File: config.mk
export PLATFORM = sky130hd
export DESIGN_NAME = m_uart_tx_arb
export DESIGN_NICKNAME = d
export VERILOG_FILES = /design/src/rtl/m_uart_tx_arb.sv
export SDC_FILE = /design/constraint.sdc
export NUM_CORES = 1
export LEC_CHECK = 0
export CAP_MARGIN = 10
export CELL_PAD_IN_SITES_DETAIL_PLACEMENT = 1
export CELL_PAD_IN_SITES_GLOBAL_PLACEMENT = 1
export CORE_ASPECT_RATIO = 0.9
export CORE_MARGIN = 3
export CORE_UTILIZATION = 37
export DETAILED_ROUTE_END_ITERATION = 8
export PLACE_DENSITY_LB_ADDON = 0.08
export SYNTH_ARGS = -nofsm -noshare
export SYNTH_HDL_FRONTEND = slang
export SYNTH_SLANG_ARGS = --single-unit
File: constraint.sdc
create_clock -name i_clk -period 2 [get_ports i_clk]
set_input_delay 0.2 -clock i_clk [delete_from_list [all_inputs] [get_ports i_clk]]
set_output_delay 0.2 -clock i_clk [all_outputs]
set_load 0.02 [all_outputs]
File: src/rtl/m_uart_tx_arb.sv
// ---------------------------------------------------------------------------
// m_uart_tx_arb
//
// Purpose:
//   Shares one UART transmit line between two byte sources. A round-robin
//   arbiter picks a requester, latches its byte, and then sequences a full
//   serial frame (sync period, start bit, data bits LSB first, stop bits).
//   Bit timing comes from an external baud-tick generator: this block raises
//   o_bps_en for the duration of a frame and advances one bit per
//   i_bps_done pulse.
//
// Parameters:
//   DATA_BITS  data bits per frame, LSB first (5..8)
//   STOP_BITS  stop bits per frame (1 or 2)
//
// Ports:
//   i_clk        system clock
//   i_rst_n      asynchronous active-low reset
//   i_req0       requester 0 send request, held with i_data0 until o_ack0
//   i_data0      requester 0 byte
//   o_ack0       one-cycle pulse, requester 0 byte latched
//   i_req1       requester 1 send request, held with i_data1 until o_ack1
//   i_data1      requester 1 byte
//   o_ack1       one-cycle pulse, requester 1 byte latched
//   o_bps_en     enable for the baud generator (its counter clears while low)
//   i_bps_done   one-cycle pulse per bit period while o_bps_en is high
//   o_uart_tx    serial line, idle high
//   o_busy       high whenever a frame is in progress
//   o_grant_id   id of the requester owning the current or last frame
//   o_done       one-cycle pulse at the end of the final stop bit
// ---------------------------------------------------------------------------
module m_uart_tx_arb #(
   parameter int DATA_BITS = 8,
   parameter int STOP_BITS = 1
) (
   input  logic                 i_clk,
   input  logic                 i_rst_n,
   input  logic                 i_req0,
   input  logic [DATA_BITS-1:0] i_data0,
   output logic                 o_ack0,
   input  logic                 i_req1,
   input  logic [DATA_BITS-1:0] i_data1,
   output logic                 o_ack1,
   output logic                 o_bps_en,
   input  logic                 i_bps_done,
   output logic                 o_uart_tx,
   output logic                 o_busy,
   output logic                 o_grant_id,
   output logic                 o_done
);

   // Frame sequencer states. SYNC burns one whole baud period after the
   // grant so that the start bit begins on a clean period boundary of the
   // freshly enabled baud generator.
   typedef enum logic [2:0] {
      IDLE,
      SYNC,
      START,
      DATA,
      STOP
   } txState_t;

   // Terminal counts for the bit and stop counters, sized to the counters
   // themselves so the comparisons below are width-exact.
   localparam logic [2:0] LAST_BIT  = 3'(DATA_BITS - 1);
   localparam logic       LAST_STOP = 1'(STOP_BITS - 1);

   txState_t             state;
   logic [DATA_BITS-1:0] shiftReg;
   logic [2:0]           bitCnt;
   logic                 stopCnt;
   logic                 favourId;
   logic                 anyReq;
   logic                 winner;

   // Arbitration decision for the current cycle. favourId names the
   // requester that did not win the previous grant, so when both requesters
   // are asking the one that waited last time goes first. A lone requester
   // always wins regardless of whose turn it would be.
   always_comb begin
      anyReq = i_req0 | i_req1;
      winner = 1'b0;
      if (i_req0 && i_req1) begin
         winner = favourId;
      end else if (i_req1) begin
         winner = 1'b1;
      end
   end

   // Single sequencer register block. Every output is a register written
   // here; ack and done default low each cycle so they only ever pulse for
   // one clock. The shift register is loaded only on a grant, which makes
   // the transmitted byte immune to later changes on the data inputs.
   // Data goes out LSB first: each bit period drives bit 0 of the shift
   // register onto the line and shifts right, so the next bit is already
   // in position for the following baud tick. A reset at any point drops
   // the frame and returns the line to idle high with the generator off.
   always_ff @(posedge i_clk or negedge i_rst_n) begin
      if (!i_rst_n) begin
         state      <= IDLE;
         shiftReg   <= '0;
         bitCnt     <= '0;
         stopCnt    <= 1'b0;
         favourId   <= 1'b0;
         o_ack0     <= 1'b0;
         o_ack1     <= 1'b0;
         o_bps_en   <= 1'b0;
         o_uart_tx  <= 1'b1;
         o_busy     <= 1'b0;
         o_grant_id <= 1'b0;
         o_done     <= 1'b0;
      end else begin
         o_ack0 <= 1'b0;
         o_ack1 <= 1'b0;
         o_done <= 1'b0;

         case (state)
            IDLE: begin
               if (anyReq) begin
                  state      <= SYNC;
                  o_ack0     <= ~winner;
                  o_ack1     <= winner;
                  o_bps_en   <= 1'b1;
                  o_busy     <= 1'b1;
                  o_grant_id <= winner;
                  favourId   <= ~winner;
                  shiftReg   <= winner ? i_data1 : i_data0;
                  o_uart_tx  <= 1'b1;
               end
            end

            SYNC: begin
               if (i_bps_done) begin
                  o_uart_tx <= 1'b0;
                  state     <= START;
               end
            end

            START: begin
               if (i_bps_done) begin
                  o_uart_tx <= shiftReg[0];
                  shiftReg  <= shiftReg >> 1;
                  bitCnt    <= 3'd0;
                  state     <= DATA;
               end
            end

            DATA: begin
               if (i_bps_done) begin
                  if (bitCnt != LAST_BIT) begin
                     o_uart_tx <= shiftReg[0];
                     shiftReg  <= shiftReg >> 1;
                     bitCnt    <= bitCnt + 3'd1;
                  end else begin
                     o_uart_tx <= 1'b1;
                     stopCnt   <= 1'b0;
                     state     <= STOP;
                  end
               end
            end

            STOP: begin
               if (i_bps_done) begin
                  if (stopCnt != LAST_STOP) begin
                     stopCnt <= stopCnt + 1'b1;
                  end else begin
                     state    <= IDLE;
                     o_bps_en <= 1'b0;
                     o_busy   <= 1'b0;
                     o_done   <= 1'b1;
                  end
               end
            end

            default: begin
               state     <= IDLE;
               o_bps_en  <= 1'b0;
               o_busy    <= 1'b0;
               o_uart_tx <= 1'b1;
            end
         endcase
      end
   end

endmodule

* Word-level counts from Yosys, hierarchy flattened
Cells that the tools add are included.
Operators by class: $add $sub $neg 2, multipliers 0, div/mod/pow operators 0, magnitude comparators 0, equal/unequal tests 13, shifts and indexed selects 0, mux-type cells 41, bitwise operators 4, reduce and logical (&&, ||, !) cells 13
Operators by type and width (number):
- 8-bit two-way mux | 5
- 3-bit two-way mux | 10
- 8-bit case mux with 3 select lines | 1
- 1-bit two-way mux | 20
- 2-bit inequality test (second input constant) | 8
- 3-bit case mux with 5 select lines | 1
- 4-bit AND reduction | 3
- 5-bit AND reduction | 2
- 7-bit AND reduction | 1
- 3-bit by 2-bit == test with 1-bit output (second input constant) | 2
- 3-bit case mux with 2 select lines | 1
- 1-bit case mux with 5 select lines | 1
- 2-bit nonzero test | 2
- 3-bit by 1-bit adder with 3-bit output (second input constant) | 1
- 3-bit by 1-bit == test with 1-bit output (second input constant) | 1
- 3-bit == test (second input constant) | 1
- 3-bit zero test | 1
- 3-bit inequality test (second input constant) | 1
- 1-bit NOT | 3
- 1-bit case mux with 3 select lines | 1
- 3-bit nonzero test | 1
- 3-bit OR reduction | 1
- 1-bit case mux with 2 select lines | 1
- 2-bit AND reduction | 1
- 3 further kinds | 3
Storage, ports and cells: register bits 22, bits in latches 0, bits in writable memories 0, ROM bits 0, input bits 21, output and inout bits 7, word-level logic and storage cells 84, memories 0

* Logic depth before layout (Yosys ltp)
Gate-level depths: netlist of the first run.
depth in word-level cells 5, gate-level depth with buffers 7, mapped depth without buffers 6

* Least setup slack after synthesis of the first run
No wires, ideal clock.
path kind reg2reg, start register bitCnt[0], end register shiftReg[5], setup time 0.095 ns, arrival 1.366 ns, required time 1.905 ns, slack 0.538 ns, stages on the path, launching flop included 7, buffers on the path 1, period minus slack after synthesis 1.462 ns, cell sequence dfrtp_1 ha_1 ha_1 nand2_2 a32oi_4 buf_6 o31ai_1
On the way: longest elaborated chain between the ends 3
RTL lines:
- from (decl) | RTL line 70 | logic [2:0] bitCnt;
- from (signal assigned) | RTL line 153 | bitCnt <= bitCnt + 3'd1;
- 3-bit inequality test | RTL line 150 | if (bitCnt != LAST_BIT) begin
- 2-bit inequality test (no line)
- 5-bit AND reduction (no line)
- to (signal assigned) | RTL line 127 | shiftReg <= winner ? i_data1 : i_data0;
- to (signal assigned) | RTL line 142 | shiftReg <= shiftReg >> 1;
- to (signal assigned) | RTL line 152 | shiftReg <= shiftReg >> 1;
- to (decl) | RTL line 69 | logic [DATA_BITS-1:0] shiftReg;
Every way passes these cells. A chain may end at the register's enable or synchronous reset.

* Worst setup path in the final report of the first run
start register bitCnt[1], end register shiftReg[2]
The elaborated chain is that of the path after synthesis.

==> results.yml, run 1 <==
run_status:
  status: "complete, no violations"
global_routing:
  grt_usage_pct: 16.8
  grt_max_degree: 17
  overflow: 0
  antenna_found_initial: 0
  grt_pass1_vias: 1015
  grt_pass1_wl_um: 4940
timing:
  period_share_pct: 86.1
  fin_tns_setup_ns: 0
  fmax_ghz: 0.581
  relSlewSlack_pct: 62.2
  slew_violations: 0
  setup_violations: 0
  fin_ws_ns: 0.278
  final.min_clock_period_ns: 1.72
  worstMarginPinSlew_ns: 0.565
  fin_skew_ns: 0.0120
  hold_viol_final: 0
  rsz0062_at_grt: "false"
drt:
  final_antenna_net_count: 0
  num_vias: 953
  dr.pass1.iters: 4
  wl_per_cell_um: 15.8
  viasPerCell: 5.18
  drt-initial-drc-count: 56
  wl_um: 2900
  drc: 0
synthesis:
  synth-simple-area-share_pct: 16.3
  yosys_most_used_dff: "dfrtp_1"
  synth_top_area_share_pct: 43.1
  synth_area_um2: 1160
  synth.distinct_cells: 32
  synth-seq-cells: 21
  ys_seq_area_share_pct: 45.3
  yosys.area.top_type: "dfrtp_1"
  ys_warn_count: 0
  synth_top_family_by_area: "compound AO/OA/AOI/OAI gates"
  muxShareOfSynthArea_pct: 1.83
  avgSynthCellArea_um2: 9.85
  synth_area_leaders: "dfrtp_1, o31ai_1, nor2_1, a21boi_0, a31oi_1"
  synth_cells: 118
  yosys.area_share.adder_pct: 3.23
  synth-async-reset-ratio_pct: 100
  synth_compound_area_share_pct: 26.7
  synth.net_count: 142
  synth-edff-count: 0
  synth-xor-area-share_pct: 0
clocking:
  post_cts_buffers: 0
  ctsHoldBuffers: 0
  h-tree-depth: 1
  cts.path.max_buffers: 2
  clock-sinks: 21
  clock_latency_ns: 0.31
  cts_root_buf: "clkbuf_4"
  post_cts_resized: 0
  tritoncts: "done"
  clk_pin_slew_worst_paths_ns: 0.13
  cts-buffers-inserted: 3
cells_and_area:
  multi_input_area_um2: 558
  reg.largest.list: "shiftReg (8), bitCnt (3), state (3)"
  regArea_um2: 527
  fillers: 338
  area_growth_syn_to_layout_pct: 26.5
  final_common_cell: "clkdlybuf4s50_1"
  fin_util_pct: 51.4
  top_register: "shiftReg"
  antenna_cells: 0
  fin_nets: 169
  stdcell_count: 184
  drive_above_1_share_pct: 10.4
  mostFrequentLayoutCells: "clkdlybuf4s50_1, dfrtp_1, nor2_1, nand2_1"
  largest_register_ffs: 8
floorplan:
  io-pin-count: 28
  core_area_um2: 2860
  rows: 18
  dieHeight_um: 59.2
  start_util_pct: 40.6
  die-area_um2: 3850
  dieWidth_um: 65.1
place:
  place_congestion: 0.813
  pre_cts_ws_ns: 0.186
  hpwl_um: 2340
  portBuffers: 27
  placed_cells: 180
worst_setup_path:
  start_kind: "flip-flop"
  r2r-end: "shiftReg[2]"
  rr_worst_depth: 5
  crit_arrival_ns: 1.89
  crit_path_end_kind: "flip-flop"
  reg2reg_from: "bitCnt[1]"
  cp_data_required_time_ns: 2.17
  path_max_fanout: 16
  critPathLaunch: "bitCnt[1]"
  worstSetupPathType: "reg2reg"
  r2r_slack_ns: 0.28
power_and_ir_drop:
  ir_drop_v: 0.000549
  power_mw: 1.66
  p_per_area_nw_per_um2: 1130
  leakagePower_nw: 0.634
worst_hold_path:
  hold_class: "in2async"
run:
  maxCapViolations: 0
==> per-stage QoR <==
stage                     hold slack [ns]  instance area (µm²)
after detailed placement            0.473                 1440
after global placement              0.464                 1440
after CTS                           0.258                 1470
final                               0.233                 1470
after global routing                0.244                 1470
after floorplan                   -0.0956                 1160
==> layout make-up <==
class / instances / area share, %
clock buffer: 3 / 1.53
clock inverter: 1 / 0.340
multi-input combinational: 86 / 38.0
inverter: 2 / 0.511
tap: 40 / 3.40
sequential: 21 / 35.8
timing repair buffer: 31 / 20.4
==> per-layer routing <==
layer  vias up  GRT usage [%]  wire length [µm]
li1        475              -                 -
met1       463           21.3              1310
met2        13           29.9              1470
met3         2           4.36               100
met4         0           1.78                14
met5         -              0                 0
==> worst max-delay path: stages (launching register included) <==
cell and delay (ns):
dfrtp_1 0.41, ha_1 0.21, ha_1 0.21, nand2_2 0.08, a32oi_4 0.49, o31ai_1 0.18
==> synth_stat cells, drive strengths merged, types with 2 or more instances <==
| master | number |
|---|---|
| dfrtp | 20 |
| a22o | 5 |
| clkbuf | 2 |
| nand3 | 2 |
| o21ai | 4 |
| and3 | 2 |
| nand2b | 2 |
| ha | 3 |
| a21o | 2 |
| a21oi | 5 |
| nor2 | 15 |
| o31ai | 8 |
| buf | 7 |
| a21boi | 7 |
| a31oi | 8 |
| inv | 2 |
| nand2 | 13 |
==> power by group <==
part	switching, mW	internal (mW)	total [mW]
Sequential	0.117	0.565	0.682
Clock	0.136	0.0746	0.210
Combinational	0.402	0.365	0.767
==> how the worst max path moves through the flow <==
| stage | endpoint | slack [ns] | cells after the start |
|---|---|---|---|
| final | shiftReg[2] | 0.28 | 5 |
| after global routing | shiftReg[5] | 0.14 | 6 |
| after CTS | shiftReg[2] | 0.28 | 5 |
| after detailed placement | shiftReg[5] | 0.19 | 5 |
| after global placement | shiftReg[1] | 0.30 | 5 |
| after floorplan | shiftReg[5] | 0.54 | 6 |
==> cells by family after synthesis <==
family,count (synthesis)
AOI/OAI and AO/OA,42
and+or+nand+nor,39
DFF,21
buffers and inverters,11
adders and majority gates,3
muxes,2
No activity file was read; power rests on OpenSTA's default activity.
==> inputs of run 2 (changes only) <==
Settings changed: CTS_CLUSTER_DIAMETER from default to 100.
==> results of run 2 <==
No change in the layout: final DEF, timing and power equal those of run 1.
==> inputs of run 3 (changes only) <==
Settings changed: GPL_TIMING_DRIVEN from default to 0.
==> run 3 against run 2 <==
Effect of this change:
- sequential power is 3% lower
- first-iteration DRC count decreased by 1.8%
- via count grew 5.0%
- final cell count rose by 2.2%
- die area is the same
- power rose by 2.8%
- worst setup slack improved by 0.034 ns
- combinational power grew 8.6%
- critical endpoint is now shiftReg[5]
- largest cell class unchanged
==> results.yml, run 3 (synthesis results as in run 1) <==
power_and_ir_drop:
  power_mw: 1.71
  internal-power_mw: 1.04
  p_per_area_nw_per_um2: 1140
  clockPowerShare_pct: 12.3
  ir_drop_v: 0.000635
  power_frac_seq_pct: 38.9
  p_sw_share_pct: 38.8
  p_switching_mw: 0.663
  leakagePower_nw: 0.652
  p_comb_share_pct: 48.8
cells_and_area:
  final_common_cell: "clkdlybuf4s50_1"
  area_growth_syn_to_layout_pct: 29.1
  mostFrequentLayoutCells: "clkdlybuf4s50_1, dfrtp_1, nor2_1, nand2_1"
  drive_above_1_share_pct: 12.8
  reg.largest.list: "shiftReg (8), bitCnt (3), state (3)"
  antenna_cells: 0
  multi_input_area_um2: 558
  largest_register_ffs: 8
  regArea_um2: 527
  top_register: "shiftReg"
  fin_nets: 173
  fillers: 347
worst_setup_path:
  rr_worst_depth: 6
  reg2reg_from: "bitCnt[0]"
  cp_data_required_time_ns: 2.22
  path_max_fanout: 10
  crit_path_max_incr_delay_ns: 0.43
  cp_cell_sequence: "ha_1 -> ha_1 -> nand2_2 -> a32oi_4 -> buf_6 -> o31ai_1"
  worstSetupPathType: "reg2reg"
  timing.critical_path.buf_inv: 1
  r2r-end: "shiftReg[5]"
  crit_path_end_kind: "flip-flop"
  critPathLaunch: "bitCnt[0]"
  start_kind: "flip-flop"
  crit_slowest_cell: "dfrtp_1"
  crit_arrival_ns: 1.91
  critical_path.top_delay_family: "adder cells"
  r2r_slack_ns: 0.31
  worst_path_most_repeated_cell: "ha_1"
global_routing:
  grt_pass1_wl_um: 5140
  antenna_found_initial: 0
  grt_max_degree: 22
  grt_usage_pct: 17.5
  grt_pass1_vias: 1085
  overflow: 0
drt:
  wl_per_cell_um: 15.5
  drc: 0
  drt-initial-drc-count: 55
  viasPerCell: 5.32
  dr.pass1.iters: 4
  num_vias: 1001
  final_antenna_net_count: 0
  wl_um: 2910
floorplan:
  start_util_pct: 40.6
  dieHeight_um: 59.2
  io-pin-count: 28
  dieWidth_um: 65.1
  core_area_um2: 2860
  rows: 18
  die-area_um2: 3850
clocking:
  cts.path.max_buffers: 2
  clock-sinks: 21
  h-tree-depth: 1
  cts-buffers-inserted: 3
  post_cts_buffers: 0
  ctsHoldBuffers: 0
  clk_pin_slew_worst_paths_ns: 0.13
  cts_root_buf: "clkbuf_4"
  tritoncts: "done"
  clock_latency_ns: 0.31
  post_cts_resized: 0
worst_hold_path:
  min-delay-start: "i_bps_done"
  hold_depth: 2
  holdPathEnd: "o_done"
  hold_class: "in2reg"
timing:
  worstMarginPinSlew_ns: 0.975
  period_share_pct: 84.4
  fmax_ghz: 0.592
  hold_viol_final: 0
  slew_violations: 0
  final.min_clock_period_ns: 1.69
  rsz0062_at_grt: "false"
  fin_tns_setup_ns: 0
  fin_skew_ns: 0.00971
  setup_violations: 0
  relSlewSlack_pct: 34.8
  fin_ws_ns: 0.312
place:
  pre_cts_ws_ns: 0.231
  hpwl_um: 2320
  portBuffers: 26
  place_congestion: 0.766
run_status:
  status: "complete, no violations"
run:
  maxCapViolations: 0
run 3: cell count changes in the layout (fill, tap and decap cells not counted):
cell	previous run	this run
buf_2	0	1
buf_4	4	3
clkbuf_2	0	1
clkdlybuf4s50_1	27	26
clkbuf_1	0	1
buf_6	0	3
run 3: area by class of cell:
class | count | area share [%]
Multi-Input combinational cell | 86 | 37.2
Sequential cell | 21 | 35.1
Timing Repair Buffer | 26 | 17.3
Buffer | 9 | 4.67
Tap cell | 40 | 3.34
Clock buffer | 3 | 1.50
Inverter | 2 | 0.500
Clock inverter | 1 | 0.334
run 3: worst max-delay path by stage:
| stage | to | slack, ns | cells past startpoint |
|---|---|---|---|
| 2_1_floorplan | shiftReg[5] | 0.54 | 6 |
| 3_3_place_gp | shiftReg[0] | 0.28 | 6 |
| 3_5_place_dp | shiftReg[5] | 0.23 | 6 |
| 4_1_cts | shiftReg[5] | 0.29 | 6 |
| 5_1_grt | shiftReg[5] | 0.21 | 7 |
| 6_report | shiftReg[5] | 0.31 | 6 |
run 3: layer usage:
| metal | GRT usage [%] | vias to the layer above | routed length, µm |
|---|---|---|---|
| met4 | 2.66 | 0 | 15 |
| met3 | 4.55 | 2 | 108 |
| met2 | 30.8 | 16 | 1480 |
| met1 | 22.2 | 497 | 1300 |
| met5 | 0 | - | 0 |
| li1 | - | 486 | - |
run 3: power by group through the flow:
stage,Clock [mW],Combinational (mW),Sequential (mW)
6_report,0.209,0.833,0.663
2_1_floorplan,0,0.548,0.684
4_1_cts,0.224,0.846,0.663
5_1_grt,0.247,0.935,0.687
3_3_place_gp,0,0.799,0.659
3_5_place_dp,0,0.844,0.674
run 3: per-stage QoR:
stage	hold slack [ns]	cells	utilization (%)	cell area, µm²
2_1_floorplan	-0.0956	118	-	1160
3_3_place_gp	0.464	184	51.5	1470
3_5_place_dp	0.473	184	51.5	1470
4_1_cts	0.272	188	52.4	1500
5_1_grt	0.281	188	52.4	1500
6_report	0.278	188	52.4	1500
run 3: worst reg2reg max path: cells and delay by family, from the launching register on:
kind                     cells  cell delay (ns)
adder cells (fa/ha/maj)      2             0.45
AO/OA/AOI/OAI                2             0.43
AND/OR/NAND/NOR              1             0.10
buffers and inverters        1             0.19
flip-flops                   1             0.43
